[src/rtl/spi_pkg.sv]
// Shared definitions for the SPI-RAM subsystem: FSM states, command codes, frame width.
package spi_pkg;

  localparam int FRAME_W = 10;

  localparam logic [1:0] CMD_WR_ADDR = 2'b00;
  localparam logic [1:0] CMD_WR_DATA = 2'b01;
  localparam logic [1:0] CMD_RD_ADDR = 2'b10;
  localparam logic [1:0] CMD_RD_DATA = 2'b11;

  typedef enum logic [2:0] {
    IDLE,
    CHK_CMD,
    WRITE,
    READ_ADD,
    READ_DATA
  } spi_state_e;

endpackage

[src/rtl/spi_slave_fe_if.sv]
// SPI pins plus the parallel RAM-side handshake of the SPI front end.
interface spi_slave_fe_if #(
  parameter int DATA_W = 8
);
  logic              SS_n;
  logic              MOSI;
  logic              MISO;
  logic [DATA_W+1:0] rx_data;
  logic              rx_valid;
  logic [DATA_W-1:0] tx_data;
  logic              tx_valid;

  // Front end side: consumes SPI pins and RAM read data, produces frames and MISO.
  modport slave (
    input  SS_n, MOSI, tx_data, tx_valid,
    output MISO, rx_data, rx_valid
  );

  // SPI master / RAM side.
  modport master (
    output SS_n, MOSI, tx_data, tx_valid,
    input  MISO, rx_data, rx_valid
  );
endinterface

[src/rtl/spi_tx_serializer.sv]
// MISO serializer: loads a RAM read byte and shifts it out MSB first, one bit per clk.
module spi_tx_serializer #(
  parameter int DATA_W = 8
) (
  input  logic              clk,
  input  logic              rst,
  input  logic              abort,
  input  logic              load,
  input  logic [DATA_W-1:0] din,
  output logic              miso
);

  localparam int CNT_W = (DATA_W > 1) ? $clog2(DATA_W) : 1;

  logic [DATA_W-1:0] shreg;
  logic [CNT_W-1:0]  cnt;    // bits still to present after the current one
  logic              busy;

  // MSB goes out on the load edge itself; after the last bit MISO drops back to 0.
  always_ff @(posedge clk) begin
    if (rst || abort) begin
      shreg <= '0;
      cnt   <= '0;
      busy  <= 1'b0;
      miso  <= 1'b0;
    end else if (load) begin
      miso  <= din[DATA_W-1];
      shreg <= {din[DATA_W-2:0], 1'b0};
      cnt   <= CNT_W'(DATA_W - 1);
      busy  <= 1'b1;
    end else if (busy) begin
      if (cnt != '0) begin
        miso  <= shreg[DATA_W-1];
        shreg <= {shreg[DATA_W-2:0], 1'b0};
        cnt   <= cnt - 1'b1;
      end else begin
        miso  <= 1'b0;
        busy  <= 1'b0;
      end
    end
  end

endmodule

[src/rtl/spi_slave_fe.sv]
// SPI slave front end: deserialises MOSI frames into rx_data/rx_valid and returns
// RAM read data on MISO after a read-data frame.
module spi_slave_fe
  import spi_pkg::*;
#(
  parameter int DATA_W      = 8,
  parameter int TX_WAIT_MAX = 4
) (
  input logic           clk,
  input logic           rst,
  spi_slave_fe_if.slave bus
);

  localparam int FW    = DATA_W + 2;
  localparam int CNT_W = $clog2(FW + 1);
  localparam int WC_W  = $clog2(TX_WAIT_MAX + 1);

  spi_state_e       state, state_nxt;
  logic [CNT_W-1:0] bit_cnt;
  logic [FW-2:0]    rx_shift;
  logic [FW-1:0]    rx_frame;
  logic             rd_addr_done;
  logic             waiting;
  logic [WC_W-1:0]  wait_cnt;
  logic             rcv_state, shift_en, frame_done, tx_load;

  // State register.
  always_ff @(posedge clk) begin
    if (rst) state <= IDLE;
    else     state <= state_nxt;
  end

  // Next state: bit9 picks write vs read, rd_addr_done picks address vs data read.
  always_comb begin
    state_nxt = state;
    case (state)
      IDLE:    if (!bus.SS_n) state_nxt = CHK_CMD;
      CHK_CMD: begin
        if (bus.SS_n)          state_nxt = IDLE;
        else if (!bus.MOSI)    state_nxt = WRITE;
        else if (!rd_addr_done) state_nxt = READ_ADD;
        else                   state_nxt = READ_DATA;
      end
      default: if (bus.SS_n) state_nxt = IDLE;
    endcase
  end

  // Frame assembly strobes; the counter saturates at FW so trailing bits are ignored.
  always_comb begin
    rx_frame   = {rx_shift, bus.MOSI};
    rcv_state  = state inside {WRITE, READ_ADD, READ_DATA};
    shift_en   = !bus.SS_n && (state == CHK_CMD || (rcv_state && bit_cnt < CNT_W'(FW)));
    frame_done = shift_en && rcv_state && bit_cnt == CNT_W'(FW - 1);
    tx_load    = waiting && !bus.SS_n && bus.tx_valid;
  end

  // Receive shift, frame completion, read-address tracking and the tx_valid wait window.
  always_ff @(posedge clk) begin
    if (rst) begin
      bit_cnt      <= '0;
      rx_shift     <= '0;
      rd_addr_done <= 1'b0;
      waiting      <= 1'b0;
      wait_cnt     <= '0;
      bus.rx_data  <= '0;
      bus.rx_valid <= 1'b0;
    end else begin
      bus.rx_valid <= 1'b0;
      if (bus.SS_n || state == IDLE) begin
        bit_cnt  <= '0;
        waiting  <= 1'b0;
        wait_cnt <= '0;
      end else begin
        if (shift_en) begin
          rx_shift <= rx_frame[FW-2:0];
          bit_cnt  <= bit_cnt + 1'b1;
        end
        if (frame_done) begin
          bus.rx_data  <= rx_frame;
          bus.rx_valid <= 1'b1;
          // Tracked from the received command bits, not the route taken.
          if (rx_frame[FW-1 -: 2] == CMD_RD_ADDR)      rd_addr_done <= 1'b1;
          else if (rx_frame[FW-1 -: 2] == CMD_RD_DATA) rd_addr_done <= 1'b0;
          if (state == READ_DATA && rx_frame[FW-1 -: 2] == CMD_RD_DATA) begin
            waiting  <= 1'b1;
            wait_cnt <= '0;
          end
        end
        if (waiting) begin
          if (bus.tx_valid || wait_cnt == WC_W'(TX_WAIT_MAX - 1)) waiting <= 1'b0;
          else                                                    wait_cnt <= wait_cnt + 1'b1;
        end
      end
    end
  end

  spi_tx_serializer #(.DATA_W(DATA_W)) u_tx (
    .clk   (clk),
    .rst   (rst),
    .abort (bus.SS_n),
    .load  (tx_load),
    .din   (bus.tx_data),
    .miso  (bus.MISO)
  );

endmodule

[src/flat_wrapper.sv]
// flat-port wrapper written by rule: the top's interface ports become plain ports
module spi_slave_fe_flat import spi_pkg::*;
#(
  parameter int DATA_W      = 8,
  parameter int TX_WAIT_MAX = 4
)
  (clk, rst, bus_SS_n, bus_MOSI, bus_tx_data, bus_tx_valid, bus_MISO, bus_rx_data, bus_rx_valid);
  spi_slave_fe_if #(.DATA_W(DATA_W)) bus_i ();
  input logic clk;
  input logic rst;
  input wire logic [$bits(bus_i.SS_n)-1:0] bus_SS_n;
  input wire logic [$bits(bus_i.MOSI)-1:0] bus_MOSI;
  input wire logic [$bits(bus_i.tx_data)-1:0] bus_tx_data;
  input wire logic [$bits(bus_i.tx_valid)-1:0] bus_tx_valid;
  output wire logic [$bits(bus_i.MISO)-1:0] bus_MISO;
  output wire logic [$bits(bus_i.rx_data)-1:0] bus_rx_data;
  output wire logic [$bits(bus_i.rx_valid)-1:0] bus_rx_valid;
  assign bus_i.SS_n = bus_SS_n;
  assign bus_i.MOSI = bus_MOSI;
  assign bus_i.tx_data = bus_tx_data;
  assign bus_i.tx_valid = bus_tx_valid;
  assign bus_MISO = bus_i.MISO;
  assign bus_rx_data = bus_i.rx_data;
  assign bus_rx_valid = bus_i.rx_valid;
  spi_slave_fe #(.DATA_W(DATA_W), .TX_WAIT_MAX(TX_WAIT_MAX)) u_core (.clk(clk), .rst(rst), .bus(bus_i));
endmodule
[config.mk]
export PLATFORM = sky130hd
export DESIGN_NAME = spi_slave_fe_flat
export DESIGN_NICKNAME = d
export VERILOG_FILES = /design/src/rtl/spi_pkg.sv /design/src/rtl/spi_slave_fe_if.sv /design/src/rtl/spi_tx_serializer.sv /design/src/rtl/spi_slave_fe.sv /design/src/flat_wrapper.sv
export SDC_FILE = /design/constraint.sdc
export NUM_CORES = 1
export LEC_CHECK = 0
export BUFFER_PORTS_ARGS = -buffer_cell sky130_fd_sc_hd__buf_2
export CAP_MARGIN = 20
export CORE_ASPECT_RATIO = 1.2
export CORE_MARGIN = 1
export CORE_UTILIZATION = 37
export DETAILED_ROUTE_END_ITERATION = 7
export GPL_TIMING_DRIVEN = 0
export SLEW_MARGIN = 20
export SYNTH_ARGS = -nofsm -noshare
export SYNTH_HDL_FRONTEND = slang
export SYNTH_HIERARCHICAL = 1
export SYNTH_SLANG_ARGS = --single-unit
[constraint.sdc]
create_clock -name clk -period 2.5 [get_ports clk]
set_input_delay 0.125 -clock clk [delete_from_list [all_inputs] [get_ports clk]]
set_output_delay 0.125 -clock clk [all_outputs]
set_load 0.005 [all_outputs]
==> run summary <==
OUTCOME
-------------------------------------------------------------------------------------------------
Outcome ............................................................................ complete, no violations

CELLS AND AREA
-------------------------------------------------------------------------------------------------
Final standard cell area without fillers ........................................... 0.00230 mm^2
Area added between synthesis and finish ............................................        15.2%
Fill cell count ....................................................................          523
Post-route core utilization ........................................................        45.5%
Net count of the finished layout ...................................................          266
Share of post-route cells with drive strength above 1 ..............................        18.5%
Antenna cell count .................................................................            0

LOGIC SYNTHESIS
-------------------------------------------------------------------------------------------------
Net Count, Synth ...................................................................          235
Number of storage elements in the synthesis netlist ................................           44
Number of distinct library cell variants in the gate-level netlist after synthesis .           45
Top_reg_cell synth .................................................................      dfxtp_1
Share of flip-flops with an asynchronous set or reset after synthesis ..............           0%
Number of standard cells after synthesis ...........................................          216
Share of synthesized area occupied by flip-flops and latches .......................        44.2%
Synth Warn # .......................................................................            6
Number of enable-type register cells in the synthesized netlist ....................            0
Avg Cell Area, Syn .................................................................    9.23 um^2
Post-synthesis instance area ....................................................... 0.00199 mm^2

CLOCK NETWORK
-------------------------------------------------------------------------------------------------
Worst-Skew Late Latency ............................................................       300 ps
Deepest level of the CTS H-tree ....................................................            2
Root Driver ........................................................................     clkbuf_8
Clock edge transition at the registers on the reported setup and hold paths ........        80 ps
# clock sinks ......................................................................           44
CTS tree ...........................................................................        built
Hold-fix buffer count after cts ....................................................            0
Post-CTS setup buffer count ........................................................            0
Number of buffers created by CTS ...................................................            5
Number of gates given a new drive strength after cts ...............................            0
Maximum buffer depth of the clock tree .............................................            2

GLOBAL ROUTE
-------------------------------------------------------------------------------------------------
GRT Overall Usage ..................................................................        15.9%
Global-route wire length before repair .............................................      7.16 mm
Met2 Use GR ........................................................................        26.9%
Fraction of met3 tracks used by global routing .....................................        4.13%
Busiest layer in global routing ....................................................         met2
Antenna violations before repair ...................................................            0
Pin count of the biggest net entering global routing ...............................           14
Grt ovf ............................................................................            0
Via count of the first global-routing pass .........................................         1513
Met1 track demand over resource ....................................................        19.0%

CRITICAL PATH
-------------------------------------------------------------------------------------------------
Sort of element at the start of the critical path ..................................     register
Arrival time reported for the critical path endpoint ...............................      1860 ps
Data required time at the worst endpoint ...........................................      2670 ps
Sort of element at the end of the critical path ....................................     register
Maximum fanout along the worst path ................................................           10
Kind of critical path ..............................................................   reg -> reg

ROUTE
-------------------------------------------------------------------------------------------------
Iteration-0 DRC Markers ............................................................           59
Via density per instance ...........................................................         5.17
Total DRC errors in the routed layout ..............................................            0
Overall via count from detail_route ................................................         1591
Total detailed-routing wirelength ..................................................      4.07 mm
Per-cell routed wire length ........................................................      13.2 um
Residual antenna-violating net count after detailed routing ........................            0
Number of detailed-route iterations in the first pass ..............................            4

POWER
-------------------------------------------------------------------------------------------------
Share of total power in combinational logic ........................................         4.7%
P_leak .............................................................................  0.000827 uW
Flop pwr share .....................................................................        54.3%
Total Power Consumption ............................................................      1300 uW
Net switching power figure .........................................................       272 uW
Fraction of power spent switching nets .............................................        21.0%
Share of total power in the clock network ..........................................        41.0%
Peak supply drop ...................................................................     0.315 mV
Total power per unit cell area .....................................................  565 mW/mm^2
Internal power component ...........................................................      1030 uW

STA
-------------------------------------------------------------------------------------------------
Highest achievable clock rate ......................................................      591 MHz
Part of the cycle the worst path needs .............................................        67.7%
Total Neg Setup Slack ..............................................................         0 ps
RSZ-0062 raised after global routing ...............................................        false
Final-report hold violation count ..................................................            0
Transition time at the pin with the least slew margin ..............................       656 ps
Final worst path period need .......................................................      1690 ps
Number of setup violations in the final report .....................................            0
Clock skew .........................................................................      8.19 ps
Slew Limit Headroom ................................................................        55.9%
Final-report max-slew violation count ..............................................            0

PLACED DESIGN
-------------------------------------------------------------------------------------------------
Count of buffers inserted at the top-level ports ...................................           24
Routability congestion estimate from global placement ..............................        0.764
Placed cell areas .................................................................. 0.00219 mm^2
HPWL after DPL .....................................................................      2.83 mm

FLOORPLANNING
-------------------------------------------------------------------------------------------------
Core outline area .................................................................. 0.00504 mm^2
Chip width .........................................................................        69 um
Height of the chip .................................................................      82.4 um
Full die area ...................................................................... 0.00569 mm^2
Number of placement rows ...........................................................           28
Initial Util .......................................................................        39.5%
Boundary pin count .................................................................           25

JOB
-------------------------------------------------------------------------------------------------
Max Cap Viol .......................................................................            0

HOLD PATH
-------------------------------------------------------------------------------------------------
Hold WC Path Type ..................................................................    in -> reg

[area by class of cell]
class | count | area (um^2) | area share [%]
Clock buffer | 6 | 72.6 | 3.16
Multi-Input combinational cell | 153 | 1010 | 44.0
Inverter | 8 | 30.0 | 1.31
Timing Repair Buffer | 24 | 120 | 5.23
Sequential cell | 44 | 881 | 38.4
Tap cell | 60 | 75.1 | 3.27
Clock inverter | 2 | 35.0 | 1.53
Buffer | 11 | 71.3 | 3.11
[synthesized netlist by cell type (all sizes together), types with 2 or more instances]
library cell,n,area share (%)
dfxtp,44,44
o21a,2,0.75
a21oi,9,2.4
nand2b,12,4.1
nor3,2,0.50
o21ai,22,5.7
buf,7,2.8
a31oi,2,0.63
a21boi,5,1.9
mux2i,13,6.5
nand2,16,3.0
inv,8,1.5
ha,6,3.8
nor3b,2,1.3
clkbuf,4,0.75
or2,4,1.3
a211oi,11,4.1
o22ai,2,0.63
nor2,16,3.0
or3,3,0.94
nand3,3,0.75
nand3b,9,3.4
[stage by stage]
| step | std cells | hold WS (ps) | worst slack [ps] |
|---|---|---|---|
| after CTS | 308 | 72.6 | 782 |
| final | 308 | 76.6 | 807 |
| after global routing | 308 | 75.7 | 609 |
| after detailed placement | 300 | 395 | 834 |
| after global placement | 300 | 394 | 838 |
| after floorplan | 216 | 266 | 1120 |
[power by group through the flow]
stage          logic (uW)  registers (uW)  clock network, uW
6_report             61.3             705                531
5_1_grt              69.2             705                581
4_1_cts              62.2             705                555
3_5_place_dp         61.5             721                  0
3_3_place_gp         61.8             721                  0
2_1_floorplan        38.9             721                  0
[sequential cells by signal, summed over array words and instances, names as in the netlist]
name                 count
u_core/bus.rx_data      10
u_core/waiting           1
u_core/state             3
u_core/u_tx/cnt          3
u_core/rx_shift          9
u_core/u_tx/busy         1
u_core/wait_cnt          3
u_core/bus.rx_valid      1
u_core/rd_addr_done      1
u_core/u_tx/miso         1
u_core/u_tx/shreg        7
u_core/bit_cnt           4
[logic make-up after synthesis]
family                     synth area share [%]
DFF                                        44.2
muxes                                      6.53
buffers and inverters                      5.08
and+or+nand+nor                            21.2
AOI/OAI and AO/OA                          19.3
adders and majority gates                  3.77
[critical path, stage by stage (launching register included)]
cell and delay [ps]:
dfxtp_1 430, inv_1 80, ha_1 190, and4bb_2 240, o211ai_1 100, clkbuf_1 380, o21ai_0 150
[layer usage]
layer	vias up	routed length, um
met1	726	1990
met2	26	1850
li1	832	-
met5	-	0
met3	7	154
met4	0	73
[cells in the final DEF (no fill, tap or decap), drive strengths merged, types with 2 or more instances in the layout]
| cell type | Yosys | layout |
|---|---|---|
| o21a | 2 | 2 |
| a211oi | 11 | 11 |
| nor2 | 16 | 16 |
| nand3b | 9 | 9 |
| o21ai | 22 | 22 |
| buf | 7 | 31 |
| mux2i | 13 | 13 |
| or3 | 3 | 3 |
| nand3 | 3 | 3 |
| nor3b | 2 | 2 |
| a21oi | 9 | 9 |
| inv | 8 | 8 |
| dfxtp | 44 | 44 |
| ha | 6 | 6 |
| a31oi | 2 | 2 |
| or2 | 4 | 4 |
| nor3 | 2 | 2 |
| nand2b | 12 | 12 |
| a21boi | 5 | 5 |
| nand2 | 16 | 16 |
| o22ai | 2 | 2 |
| clkbuf | 4 | 10 |
[worst paths after layout]
| kind | endpoint | cells after the start | from | slack, ps |
|---|---|---|---|---|
| max reg2reg | u_core/bus.rx_data[2] | 6 | u_core/bit_cnt[1] | 810 |
| min | u_core/u_tx/shreg[1] | 3 | bus_tx_data[0] | 80 |
| min reg2reg | u_core/bus.rx_data[9] | 2 | u_core/bus.rx_data[9] | 470 |
| max | u_core/bus.rx_data[2] | 6 | u_core/bit_cnt[1] | 810 |
Power figures use the tool's default switching activity.
